## src/rtl/neuromorphic_x1_initiator.sv

```systemverilog
// Valid/ready initiator for the NEUROMORPHIC_X1 functional port: issues one macro access
// at a time, waits for func_ack, and returns the result. A watchdog aborts accesses that never complete.
module neuromorphic_x1_initiator #(
    parameter int unsigned TIMEOUT_CYCLES = 1024,
    parameter int unsigned TO_W           = 11
) (
    input  logic        CLKin,
    input  logic        RSTin,
    input  logic        req_valid,
    output logic        req_ready,
    input  logic        req_we,
    input  logic [31:0] req_addr,
    input  logic [31:0] req_wdata,
    input  logic [3:0]  req_sel,
    output logic        rsp_valid,
    input  logic        rsp_ready,
    output logic [31:0] rsp_rdata,
    output logic        rsp_err,
    output logic [7:0]  err_count,
    output logic        EN,
    output logic        R_WB,
    output logic [31:0] AD,
    output logic [31:0] DI,
    output logic [3:0]  SEL,
    input  logic [31:0] DO,
    input  logic        func_ack
);

    typedef enum logic [1:0] {IDLE, BUSY, RESP} state_e;

    localparam logic [TO_W-1:0] TO_LIMIT = TO_W'(TIMEOUT_CYCLES);

    state_e          state_q;
    logic            req_ready_q;
    logic            en_q;
    logic            r_wb_q;
    logic [31:0]     ad_q;
    logic [31:0]     di_q;
    logic [3:0]      sel_q;
    logic            rsp_valid_q;
    logic            rsp_err_q;
    logic [31:0]     rsp_rdata_q;
    logic [7:0]      err_count_q;
    logic [TO_W-1:0] wd_q;

    logic [TO_W-1:0] wd_d;
    logic [7:0]      err_count_d;
    logic            wd_expired;

    // The access is aborted on the edge whose increment would bring the count to the limit.
    assign wd_d        = wd_q + 1'b1;
    assign wd_expired  = (TIMEOUT_CYCLES != 0) && (wd_d == TO_LIMIT);
    assign err_count_d = (err_count_q == 8'hFF) ? err_count_q : err_count_q + 8'd1;

    // NOTE: all state updates use non-blocking assignments so every register sees pre-edge values.
    always_ff @(posedge CLKin or negedge RSTin) begin
        if (!RSTin) begin
            state_q     <= IDLE;
            req_ready_q <= 1'b1;
            en_q        <= 1'b0;
            r_wb_q      <= 1'b0;
            ad_q        <= '0;
            di_q        <= '0;
            sel_q       <= '0;
            rsp_valid_q <= 1'b0;
            rsp_err_q   <= 1'b0;
            rsp_rdata_q <= '0;
            err_count_q <= '0;
            wd_q        <= '0;
        end else begin
            case (state_q)
                IDLE: begin
                    if (req_valid) begin
                        ad_q        <= req_addr;
                        di_q        <= req_wdata;
                        sel_q       <= req_sel;
                        r_wb_q      <= ~req_we;
                        en_q        <= 1'b1;
                        wd_q        <= '0;
                        req_ready_q <= 1'b0;
                        state_q     <= BUSY;
                    end
                end
                BUSY: begin
                    // An ack on the expiry edge still completes the access normally.
                    if (func_ack) begin
                        en_q        <= 1'b0;
                        rsp_rdata_q <= r_wb_q ? DO : 32'h0;
                        rsp_err_q   <= 1'b0;
                        rsp_valid_q <= 1'b1;
                        state_q     <= RESP;
                    end else if (wd_expired) begin
                        en_q        <= 1'b0;
                        rsp_rdata_q <= 32'h0;
                        rsp_err_q   <= 1'b1;
                        rsp_valid_q <= 1'b1;
                        err_count_q <= err_count_d;
                        state_q     <= RESP;
                    end else begin
                        wd_q <= wd_d;
                    end
                end
                RESP: begin
                    if (rsp_ready) begin
                        rsp_valid_q <= 1'b0;
                        rsp_err_q   <= 1'b0;
                        req_ready_q <= 1'b1;
                        state_q     <= IDLE;
                    end
                end
                default: begin
                    state_q     <= IDLE;
                    req_ready_q <= 1'b1;
                    en_q        <= 1'b0;
                    rsp_valid_q <= 1'b0;
                end
            endcase
        end
    end

    assign req_ready = req_ready_q;
    assign rsp_valid = rsp_valid_q;
    assign rsp_rdata = rsp_rdata_q;
    assign rsp_err   = rsp_err_q;
    assign err_count = err_count_q;
    assign EN        = en_q;
    assign R_WB      = r_wb_q;
    assign AD        = ad_q;
    assign DI        = di_q;
    assign SEL       = sel_q;

endmodule

```

## config.mk

```make
export PLATFORM = sky130hd
export DESIGN_NAME = neuromorphic_x1_initiator
export DESIGN_NICKNAME = d
export VERILOG_FILES = /design/src/rtl/neuromorphic_x1_initiator.sv
export SDC_FILE = /design/constraint.sdc
export NUM_CORES = 1
export LEC_CHECK = 0
export BUFFER_PORTS_ARGS = -buffer_cell sky130_fd_sc_hd__buf_2
export CAP_MARGIN = 20
export CORE_ASPECT_RATIO = 0.9
export CORE_UTILIZATION = 45
export CTS_BUF_LIST = sky130_fd_sc_hd__clkbuf_8
export DETAILED_ROUTE_END_ITERATION = 7
export GPL_TIMING_DRIVEN = 0
export HOLD_SLACK_MARGIN = 0.02
export PLACE_DENSITY = 0.76
export SLEW_MARGIN = 20
export SYNTH_ARGS = -nofsm -noshare
export SYNTH_HDL_FRONTEND = slang
export SYNTH_SLANG_ARGS = --single-unit
```

## constraint.sdc

```tcl
create_clock -name CLKin -period 7.15 [get_ports CLKin]
set_input_delay 0.3575 -clock CLKin [delete_from_list [all_inputs] [get_ports CLKin]]
set_output_delay 0.3575 -clock CLKin [all_outputs]
set_load 0.005 [all_outputs]
```

==> results of run 1 <==
[kinds of logic after synthesis]
group,count (synthesis)
buffers and inverters,27
AOI/OAI and AO/OA,62
muxes,73
and+or+nand+nor,70
DFF,126
adders and majority gates,2
xor gates and xnor gates,10
[power breakdown]
part | internal (mW) | switching (mW) | leakage, nW
Sequential | 1.03 | 0.178 | 1.55
Clock | 0.405 | 0.276 | 0.233
Combinational | 0.547 | 0.431 | 1.70
Total | 1.98 | 0.885 | 3.48
[area by class of cell]
type                    count  area [um^2]  share of cell area (%)
plain buffers              21        107.6                   1.554
clock buffers              20        275.3                   3.976
clock inverters            12        166.4                   2.404
inverters                   6        25.02                  0.3615
multi-input cells         217         1869                   27.00
flip-flops and latches    126         3154                   45.56
well taps                 152        190.2                   2.747
repair buffers            220         1135                   16.39
[state kept, by name (all words and copies together) (netlist names)]
register   count
EN             1
err_count      8
rsp_err        1
wd_q          11
rsp_valid      1
SEL            4
DI            32
R_WB           1
state_q        2
rsp_rdata     32
req_ready      1
AD            32
[timing repair]
action	in CTS	in global routing
setup buffers	0	0
endpoints found under the hold margin	65	0
hold buffers	1	0
[metrics by stage]
| step | instances | util, % | cell area [um^2] | power, mW |
|---|---|---|---|---|
| CTS | 774 | 62.99 | 6923 | 2.897 |
| global placement | 740 | 58.57 | 6437 | 2.143 |
| floorplan | 370 | - | 5156 | 1.720 |
| global route | 774 | 62.99 | 6923 | 3.042 |
| detailed placement | 741 | 58.88 | 6471 | 2.191 |
| finish | 774 | 62.99 | 6923 | 2.863 |
[path summary, 6_finish.rpt]
path / from / to / slack, ns / depth (start not counted)
max reg2reg: wd_q[0] / rsp_rdata[28] / 4.53 / 8
max in group asynchronous: RSTin / rsp_rdata[16] / 5.96 / 3
min in group asynchronous: RSTin / DI[9] / 0.47 / 2
min: req_we / R_WB / 0.08 / 2
min reg2reg: rsp_rdata[24] / rsp_rdata[24] / 0.50 / 1
max: wd_q[0] / rsp_rdata[28] / 4.53 / 8
[worst max-delay path: stages (launching register included)]
cell and delay [ns]:
dfrtp_1 0.52, ha_1 0.37, nand4_1 0.21, nor3b_1 0.29
o211ai_2 0.19, a211oi_2 0.33, o21ai_2 0.17, buf_4 0.23
a22o_1 0.19
[layer usage]
metal  up-vias  GRT usage, %  wire [um]  share of wire (%)
met5         -             0          0                  0
met4         0         8.349        236                1.9
met3        24         9.011       1089                8.7
met2       175         36.45       6202                 49
met1      1987         26.28       5030                 40
li1       1829             -          -                  -
[Yosys cell counts, types with 2 or more instances]
master | count | share of area (%)
nor3b_1 | 2 | 0.29
nor4_1 | 4 | 0.49
a21oi_1 | 2 | 0.19
mux2i_1 | 2 | 0.39
nand2b_1 | 3 | 0.36
nand4_1 | 7 | 0.85
clkbuf_1 | 7 | 0.51
buf_2 | 5 | 0.49
ha_1 | 2 | 0.49
mux2_2 | 69 | 15
nor2b_1 | 5 | 0.61
nand2_1 | 14 | 1.0
o211ai_1 | 2 | 0.29
xor2_1 | 2 | 0.34
nor3_1 | 5 | 0.49
and3_1 | 6 | 0.73
a211oi_2 | 2 | 0.49
buf_1 | 3 | 0.22
a22o_1 | 34 | 5.8
nand3_1 | 7 | 0.68
nor2_1 | 8 | 0.58
buf_4 | 6 | 0.87
xnor2_1 | 8 | 1.4
dfrtp_1 | 125 | 61
or3_1 | 2 | 0.24
a211o_1 | 5 | 0.85
o21ai_0 | 3 | 0.29
inv_1 | 5 | 0.36
a31oi_1 | 2 | 0.24
o21ai_2 | 3 | 0.51
==> summary.md, run 1 <==
| Metric | Value |
|---|---|
| Status | `finished clean` |
| Slew HR | `55.93%` |
| RSZ-0062 raised after global routing | `false` |
| Vias in the first global route | `4146` |
| Startpoint Class | `flop` |
| WL/cell | `16.23 um` |
| Synth Area in Adders | `0.4853%` |
| Total grt overflow | `0` |
| Max-slew violation count | `0` |
| Largest net degree at the start of global routing | `68` |
| Number of placement rows | `36` |
| Yosys synthesis warning count | `0` |
| Via count | `4015` |
| Clock Latency Late Sink | `0.44 ns` |
| First-pass iteration count of the detailed router | `4` |
| # clock sinks | `126` |
| Hold WC Path Type | `input port to flop` |
| Worst setup margin | `4.533 ns` |
| Core area | `0.01099 mm^2` |
| Mux contribution to synthesized area | `16.11%` |
| Largest family of logic cells by synthesized area | `multiplexers` |
| Clock buffer depth | `2` |
| Mapped cell area | `0.005156 mm^2` |
| Register area share after synthesis | `61.17%` |
| # IOs | `219` |
| Ant diodes | `0` |
| Synthesized net count | `478` |
| All-Layer GR Usage | `22.31%` |
| DRT iter0 DRCs | `180` |
| Worst Path Required | `7.47 ns` |
| Post-CTS resize count | `0` |
| Number of buffer cells added on primary ports | `218` |
| Final hold slack | `0.08203 ns` |
| Root Buffer | `clkbuf_8` |
| Unique masters post-synth | `50` |
| Layout cells sized above 1 | `55.79%` |
| Detailed Route WL | `12560 um` |
| CTS HTree Levels | `4` |
| Total of max-cap violations | `0` |
| Synth-to-Final Area Change | `34.26%` |
| Most frequent cells in the layout | `222 x buf_2, 125 x dfrtp_1, 69 x mux2_2` |
| Dpl hpwl | `9064 um` |
| Clock skew | `0.01276 ns` |
| Initial core utilization | `46.91%` |
| Commonest non-fill, non-tap cell in the layout | `buf_2` |
| P_leak | `3.482 nW` |
| Die area | `0.01189 mm^2` |
| Critical path data arrival time | `2.93 ns` |
| Syn_area_per_cell | `13.94 um^2` |
| DIE WIDTH | `114.8 um` |
| RePlAce Congestion | `0.8585` |
| Post-route DRC | `0` |
| Post-synth EDFFs | `0` |
| Initial antenna violation count | `0` |
| CP Max Fanout | `10` |
| DIE HEIGHT | `103.6 um` |
| Synth Register Bits | `126` |
| CTS tree | `built` |
| XOR/XNOR Fraction of Synth Area | `1.699%` |
| Worst Tran Pin Value | `0.6610 ns` |
| Post-synthesis compound-gate area fraction | `10.46%` |
| Nets | `717` |
| Period utilisation layout | `36.60%` |
| Fillers | `906` |
| Post-route antenna net violation count | `0` |
| Total CTS buffers | `17` |
| Final min period | `2.617 ns` |
| Setup violations, final | `0` |
| Top_reg_cell synth | `dfrtp_1` |
| Max VDD drop | `0.2575 mV` |
| WS Path Type | `flop to flop` |
| Clk slew on worst S/H paths | `0.07 ns` |
| Setup tns final | `0 ns` |
| Power per cell area | `413.6 mW/mm^2` |
| Final Hold Fails | `0` |
| Simple-Gate Fraction of Synth Area | `7.498%` |
| Global-route wire length before repair | `20290 um` |
| DR vias/cell | `5.187` |
| Post-Syn Instances | `370` |
| Async S/R FF share, synth | `100.0%` |
| F_max | `382.1 MHz` |
| Post-Place Worst Slack | `4.630 ns` |
| Worst setup EP type | `flop` |
Note: power is estimated with default switching activity, not from simulation.
==> run 2, diff against run 1 <==
--- a/config.mk
+++ b/config.mk
@@ -13,7 +13,7 @@
 export DETAILED_ROUTE_END_ITERATION = 7
 export GPL_TIMING_DRIVEN = 0
 export HOLD_SLACK_MARGIN = 0.02
-export PLACE_DENSITY = 0.76
+export PLACE_DENSITY = 0.79
 export SLEW_MARGIN = 20
 export SYNTH_ARGS = -nofsm -noshare
 export SYNTH_HDL_FRONTEND = slang
==> constraint.sdc (replaced) <==
create_clock -name CLKin -period 2.4 [get_ports CLKin]
set_input_delay 0.12 -clock CLKin [delete_from_list [all_inputs] [get_ports CLKin]]
set_output_delay 0.12 -clock CLKin [all_outputs]
set_load 0.005 [all_outputs]
==> run 2 against run 1 <==
Critical endpoint is now rsp_rdata[13]. Die area unchanged. First-iteration DRC count rose by 32%. Combinational power increased to 3.3 times the previous value. Final cell count is 14% higher. Core utilization rose by 9.4 points. Power grew to 3.0 times the previous value. Final area grew 15%. Highest routed layer unchanged.
==> summary.md, run 2 (synthesis gave the netlist of run 1 again) <==
| Metric | Value |
|---|---|
| Status | `finished clean` |
| Final min period | `2.348 ns` |
| Dpl cell area | `0.006471 mm^2` |
| Comb power frac | `36.8%` |
| First-pass iteration count of the detailed router | `5` |
| Period utilisation layout | `97.83%` |
| DIE HEIGHT | `103.6 um` |
| Most frequent cells in the layout | `222 x buf_2, 123 x dfrtp_1, 103 x dlygate4sd3_1` |
| Clk slew on worst S/H paths | `0.08 ns` |
| Multi-input logic area | `0.001907 mm^2` |
| Setup violations, final | `0` |
| Sw Share | `32.40%` |
| Slew HR | `61.08%` |
| Total CTS buffers | `17` |
| Clock buffer depth | `2` |
| P_leak | `3.902 nW` |
| Share of total power in the clock network | `21.1%` |
| DR vias/cell | `5.200` |
| Nets | `821` |
| DIE WIDTH | `114.8 um` |
| F_max | `425.9 MHz` |
| Hold depth | `4` |
| Core area | `0.01099 mm^2` |
| Post-route antenna net violation count | `0` |
| Worst setup EP type | `flop` |
| Clock skew | `0.01540 ns` |
| Flop pwr share | `42.1%` |
| CP Max Fanout | `10` |
| NetSw | `2.798 mW` |
| Inst Count DP | `741` |
| Post-route DRC | `0` |
| Hold path start | `func_ack` |
| R2R setup slack | `0.05 ns` |
| RePlAce Congestion | `0.8850` |
| Final Hold Fails | `0` |
| WL/cell | `17.74 um` |
| Initial antenna violation count | `1` |
| R2R Path Start | `wd_q[1]` |
| # IOs | `219` |
| Largest net degree at the start of global routing | `68` |
| Power per cell area | `1086 mW/mm^2` |
| Die area | `0.01189 mm^2` |
| Startpoint Class | `flop` |
| Max VDD drop | `0.7226 mV` |
| # clock sinks | `126` |
| Via count | `4571` |
| Clock Latency Late Sink | `0.45 ns` |
| Max-slew violation count | `0` |
| Root Buffer | `clkbuf_8` |
| Number of buffer cells added on primary ports | `218` |
| Worst Tran Pin Value | `0.5839 ns` |
| DRT iter0 DRCs | `238` |
| Detailed Route WL | `15600 um` |
| Power, Total | `8.638 mW` |
| Critical path data arrival time | `2.67 ns` |
| WS Path Type | `flop to flop` |
| CTS HTree Levels | `4` |
| Worst Path Required | `2.73 ns` |
| Vias in the first global route | `4969` |
| Reg2reg end | `rsp_rdata[13]` |
| Hold Path End | `EN` |
| Final instance area | `0.007954 mm^2` |
| CTS tree | `built` |
| Layout cells sized above 1 | `48.35%` |
| Fillers | `749` |
| Total grt overflow | `0` |
| Dpl hpwl | `8893 um` |
| Post-route insts no fill | `879` |
| Internal | `5.839 mW` |
| Hold WC Path Type | `input port to flop` |
| Commonest non-fill, non-tap cell in the layout | `buf_2` |
| Global-route wire length before repair | `24900 um` |
| Initial core utilization | `46.91%` |
| Register area | `0.003157 mm^2` |
| Synth-to-Final Area Change | `54.26%` |
| All-Layer GR Usage | `27.79%` |
| Total of max-cap violations | `0` |
| FF-to-FF path depth | `8` |
| Number of placement rows | `36` |
## run 2: worst max-delay path: stages, from the launching register on
cell	delay, ns
dfrtp_2	0.43
ha_4	0.19
nand4_1	0.20
xnor2_1	0.19
o31a_1	0.33
a211oi_2	0.30
o21ai_4	0.14
buf_4	0.22
a22o_1	0.21
## run 2: layout make-up
cell class	count	area share, %
buffer	21	1.369
clock inverter	11	1.306
clock buffer	21	3.634
tap	152	2.391
inverter	6	0.3146
sequential	126	39.69
antenna	1	0.03146
multi-input combinational	217	23.97
timing repair buffer	324	27.29
## run 2: how the worst max path moves through the flow
stage	from	end	slack [ns]
4_1_cts	wd_q[0]	rsp_rdata[16]	0.01
5_1_grt	wd_q[1]	rsp_rdata[20]	-0.02
6_report	wd_q[1]	rsp_rdata[13]	0.05
2_1_floorplan	wd_q[0]	wd_q[1]	0.14
3_3_place_gp	RSTin	DI[1]	-0.27
3_5_place_dp	wd_q[0]	rsp_rdata[16]	-0.13
## run 2: per-stage QoR
stage	hold slack [ns]	util [%]	TNS (ns)	setup slack, ns
after floorplan	-0.1756	-	0	0.1439
after global placement	0.2916	58.57	-36.22	-0.2747
after detailed placement	0.1242	58.88	-4.370	-0.1280
after CTS	0.04943	71.89	0	0.01299
after global routing	0.1257	72.37	-0.06723	-0.01609
final	0.09294	72.37	0	0.05215
## run 2: power groups by stage
stage	clock (mW)	combinational [mW]	sequential [mW]
6_report	1.82	3.18	3.64
3_5_place_dp	0	2.92	3.60
5_1_grt	1.96	3.43	3.73
3_3_place_gp	0	2.82	3.55
2_1_floorplan	0	1.48	3.65
4_1_cts	1.84	3.06	3.58
## run 2: repair_timing
item,4_1_cts,5_1_grt
endpoints found under the setup margin,63,43
resized for setup,4,5
pin swaps,0,1
hold buffers,103,0
buffers inserted,0,2
endpoints found under the hold margin,162,0
## run 2: per-layer routing
metal	up-vias	share of wire, %	track usage [%]
met3	46	7.3	9.655
li1	2044	-	-
met2	216	53	48.66
met4	0	3.6	12.89
met1	2265	36	29.80
met5	-	0	0
==> run 3, diff against run 2 <==
--- a/config.mk
+++ b/config.mk
@@ -8,12 +8,12 @@
 export BUFFER_PORTS_ARGS = -buffer_cell sky130_fd_sc_hd__buf_2
 export CAP_MARGIN = 20
 export CORE_ASPECT_RATIO = 0.9
-export CORE_UTILIZATION = 45
+export CORE_UTILIZATION = 40
 export CTS_BUF_LIST = sky130_fd_sc_hd__clkbuf_8
 export DETAILED_ROUTE_END_ITERATION = 7
 export GPL_TIMING_DRIVEN = 0
 export HOLD_SLACK_MARGIN = 0.02
-export PLACE_DENSITY = 0.79
+export PLACE_DENSITY = 0.72
 export SLEW_MARGIN = 20
 export SYNTH_ARGS = -nofsm -noshare
 export SYNTH_HDL_FRONTEND = slang
==> run 3 against run 2 <==
Sequential cell count unchanged. Highest routed layer unchanged. Via count down 1.8%. Sequential share of layout area up 0.075 points. Sequential power about the same. Global-route usage down 4.0 points. Wire length up 0.47%. Final area down 0.19%.
==> summary.md, run 3 (synthesis gave the netlist of run 1 again) <==
| Metric | Value |
|---|---|
| Status | `finished clean` |
| CP Max Fanout | `10` |
| Hold depth | `4` |
| Most frequent cells in the layout | `222 x buf_2, 123 x dfrtp_1, 103 x dlygate4sd3_1` |
| Layout cells sized above 1 | `49.11%` |
| Power, Total | `8.608 mW` |
| F_max | `436.8 MHz` |
| Initial antenna violation count | `0` |
| Ant diodes | `0` |
| Post-route DRC | `0` |
| Startpoint Class | `flop` |
| Total CTS buffers | `17` |
| Register area | `0.003157 mm^2` |
| Via count | `4488` |
| Final hold slack | `0.09899 ns` |
| Commonest non-fill, non-tap cell in the layout | `buf_2` |
| RePlAce Congestion | `0.8125` |
| CP peak stage delay | `0.44 ns` |
| Number of placement rows | `38` |
| Vias in the first global route | `4715` |
| # IOs | `219` |
| Slew HR | `58.66%` |
| Clk slew on worst S/H paths | `0.08 ns` |
| DRT iter0 DRCs | `201` |
| Largest net degree at the start of global routing | `65` |
| FF-to-FF path depth | `8` |
| Worst setup EP type | `flop` |
| Max-slew violation count | `0` |
| Detailed Route WL | `15670 um` |
| Nets | `822` |
| DIE WIDTH | `121.7 um` |
| Final Hold Fails | `0` |
| WS Path Type | `flop to flop` |
| Worst Path Buf+Inv | `1` |
| Setup violations, final | `0` |
| Clock Latency Late Sink | `0.44 ns` |
| Worst Path Required | `2.72 ns` |
| Synth-to-Final Area Change | `53.97%` |
| Die area | `0.01335 mm^2` |
| Post-route antenna net violation count | `0` |
| Fillers | `917` |
| Critical path data arrival time | `2.61 ns` |
| Root Buffer | `clkbuf_8` |
| Hold path start | `func_ack` |
| R2R Path Start | `wd_q[0]` |
| Max VDD drop | `0.8027 mV` |
| Clock buffer depth | `2` |
| Worst path cell trace | `ha_4 > nand4_1 > xnor2_1 > o31a_1 > a211oi_2 > o21ai_4 > buf_4 > a22o_1` |
| Total of max-cap violations | `0` |
| DR vias/cell | `5.060` |
| P_leak | `3.886 nW` |
| Dpl hpwl | `9540 um` |
| Number of buffer cells added on primary ports | `218` |
| R2R setup slack | `0.11 ns` |
| Power per cell area | `1084 mW/mm^2` |
| Period utilisation layout | `95.39%` |
| Total grt overflow | `0` |
| Worst setup margin | `0.1106 ns` |
| Hold WC Path Type | `input port to flop` |
| Global-route wire length before repair | `23760 um` |
| Multi-input logic area | `0.001894 mm^2` |
| Reg2reg end | `rsp_rdata[29]` |
| Post-Place Worst Slack | `-0.09832 ns` |
| Worst Tran Pin Value | `0.6200 ns` |
| Crit path from | `wd_q[0]` |
| All-Layer GR Usage | `23.79%` |
| DIE HEIGHT | `109.7 um` |
| CTS tree | `built` |
| First-pass iteration count of the detailed router | `4` |
| # clock sinks | `126` |
| Initial core utilization | `41.87%` |
| CP max stage cell | `dfrtp_2` |
| WL/cell | `17.67 um` |
| CTS HTree Levels | `4` |
| Clock skew | `0.01371 ns` |
| Final min period | `2.289 ns` |
| Cell family with most CP delay | `compound AO/OA/AOI/OAI gates` |
| Hold Path End | `EN` |
| Core area | `0.01231 mm^2` |
-- run 3: changes by cell type in the layout (fill, tap and decap cells not counted), moves of 2 or more --
cell | before | now
inv_6 | 0 | 5
clkinv_4 | 0 | 4
clkbuf_8 | 21 | 17
inv_1 | 10 | 5
clkinv_2 | 2 | 4
-- run 3: per-stage QoR --
step	setup TNS [ns]	std cells	utilization (%)	cell area [um^2]
floorplan	0	370	-	5156
global placement	-38.24	748	52.36	6447
detailed placement	-3.013	749	52.63	6481
CTS	0	884	64.06	7889
global route	-0.001596	887	64.47	7939
finish	0	887	64.47	7939
-- run 3: routing by layer --
layer / vias up / GRT usage [%] / part of all wire [%]
met5: - / 0 / 0
met4: 0 / 8.730 / 2.0
met3: 32 / 8.869 / 6.9
met2: 173 / 41.76 / 53
met1: 2241 / 26.38 / 38
li1: 2042 / - / -
-- run 3: how the worst max path moves through the flow --
| stage | slack (ns) | depth (start not counted) | endpoint |
|---|---|---|---|
| floorplan | 0.14 | 7 | wd_q[1] |
| global placement | -0.31 | 1 | wd_q[8] |
| detailed placement | -0.1 | 8 | rsp_rdata[12] |
| CTS | 0.02 | 8 | rsp_rdata[12] |
| global route | -0.002 | 8 | rsp_rdata[27] |
| finish | 0.11 | 8 | rsp_rdata[29] |
-- run 3: worst register-to-register path, delay by kind of cell (launching register included) --
family,cells,cell delay [ns]
xor gates and xnor gates,1,0.18
AOI/OAI and AO/OA,4,0.97
DFF,1,0.44
adders and majority gates,1,0.19
buffers and inverters,1,0.21
and+or+nand+nor,1,0.18
-- run 3: where the power goes --
part | switching (mW) | internal (mW) | total, mW
registers | 0.581 | 3.06 | 3.64
logic | 1.43 | 1.78 | 3.21
clock network | 0.925 | 0.832 | 1.76
-- run 3: repair_timing --
| action | in CTS | in global routing |
|---|---|---|
| gates cloned | 0 | 0 |
| setup buffers | 0 | 3 |
| hold buffers | 103 | 0 |
| hold endpoints to repair | 163 | 0 |
| pin swaps | 0 | 2 |
| endpoints found under the setup margin | 60 | 42 |
| resized for setup | 4 | 5 |
-- run 3: layout make-up --
type	count	share of cell area (%)
Buffer	21	1.434
Clock buffer	17	2.947
Clock inverter	15	1.718
Inverter	6	0.3152
Multi-Input combinational cell	217	23.86
Sequential cell	126	39.76
Tap cell	160	2.522
Timing Repair Buffer	325	27.44
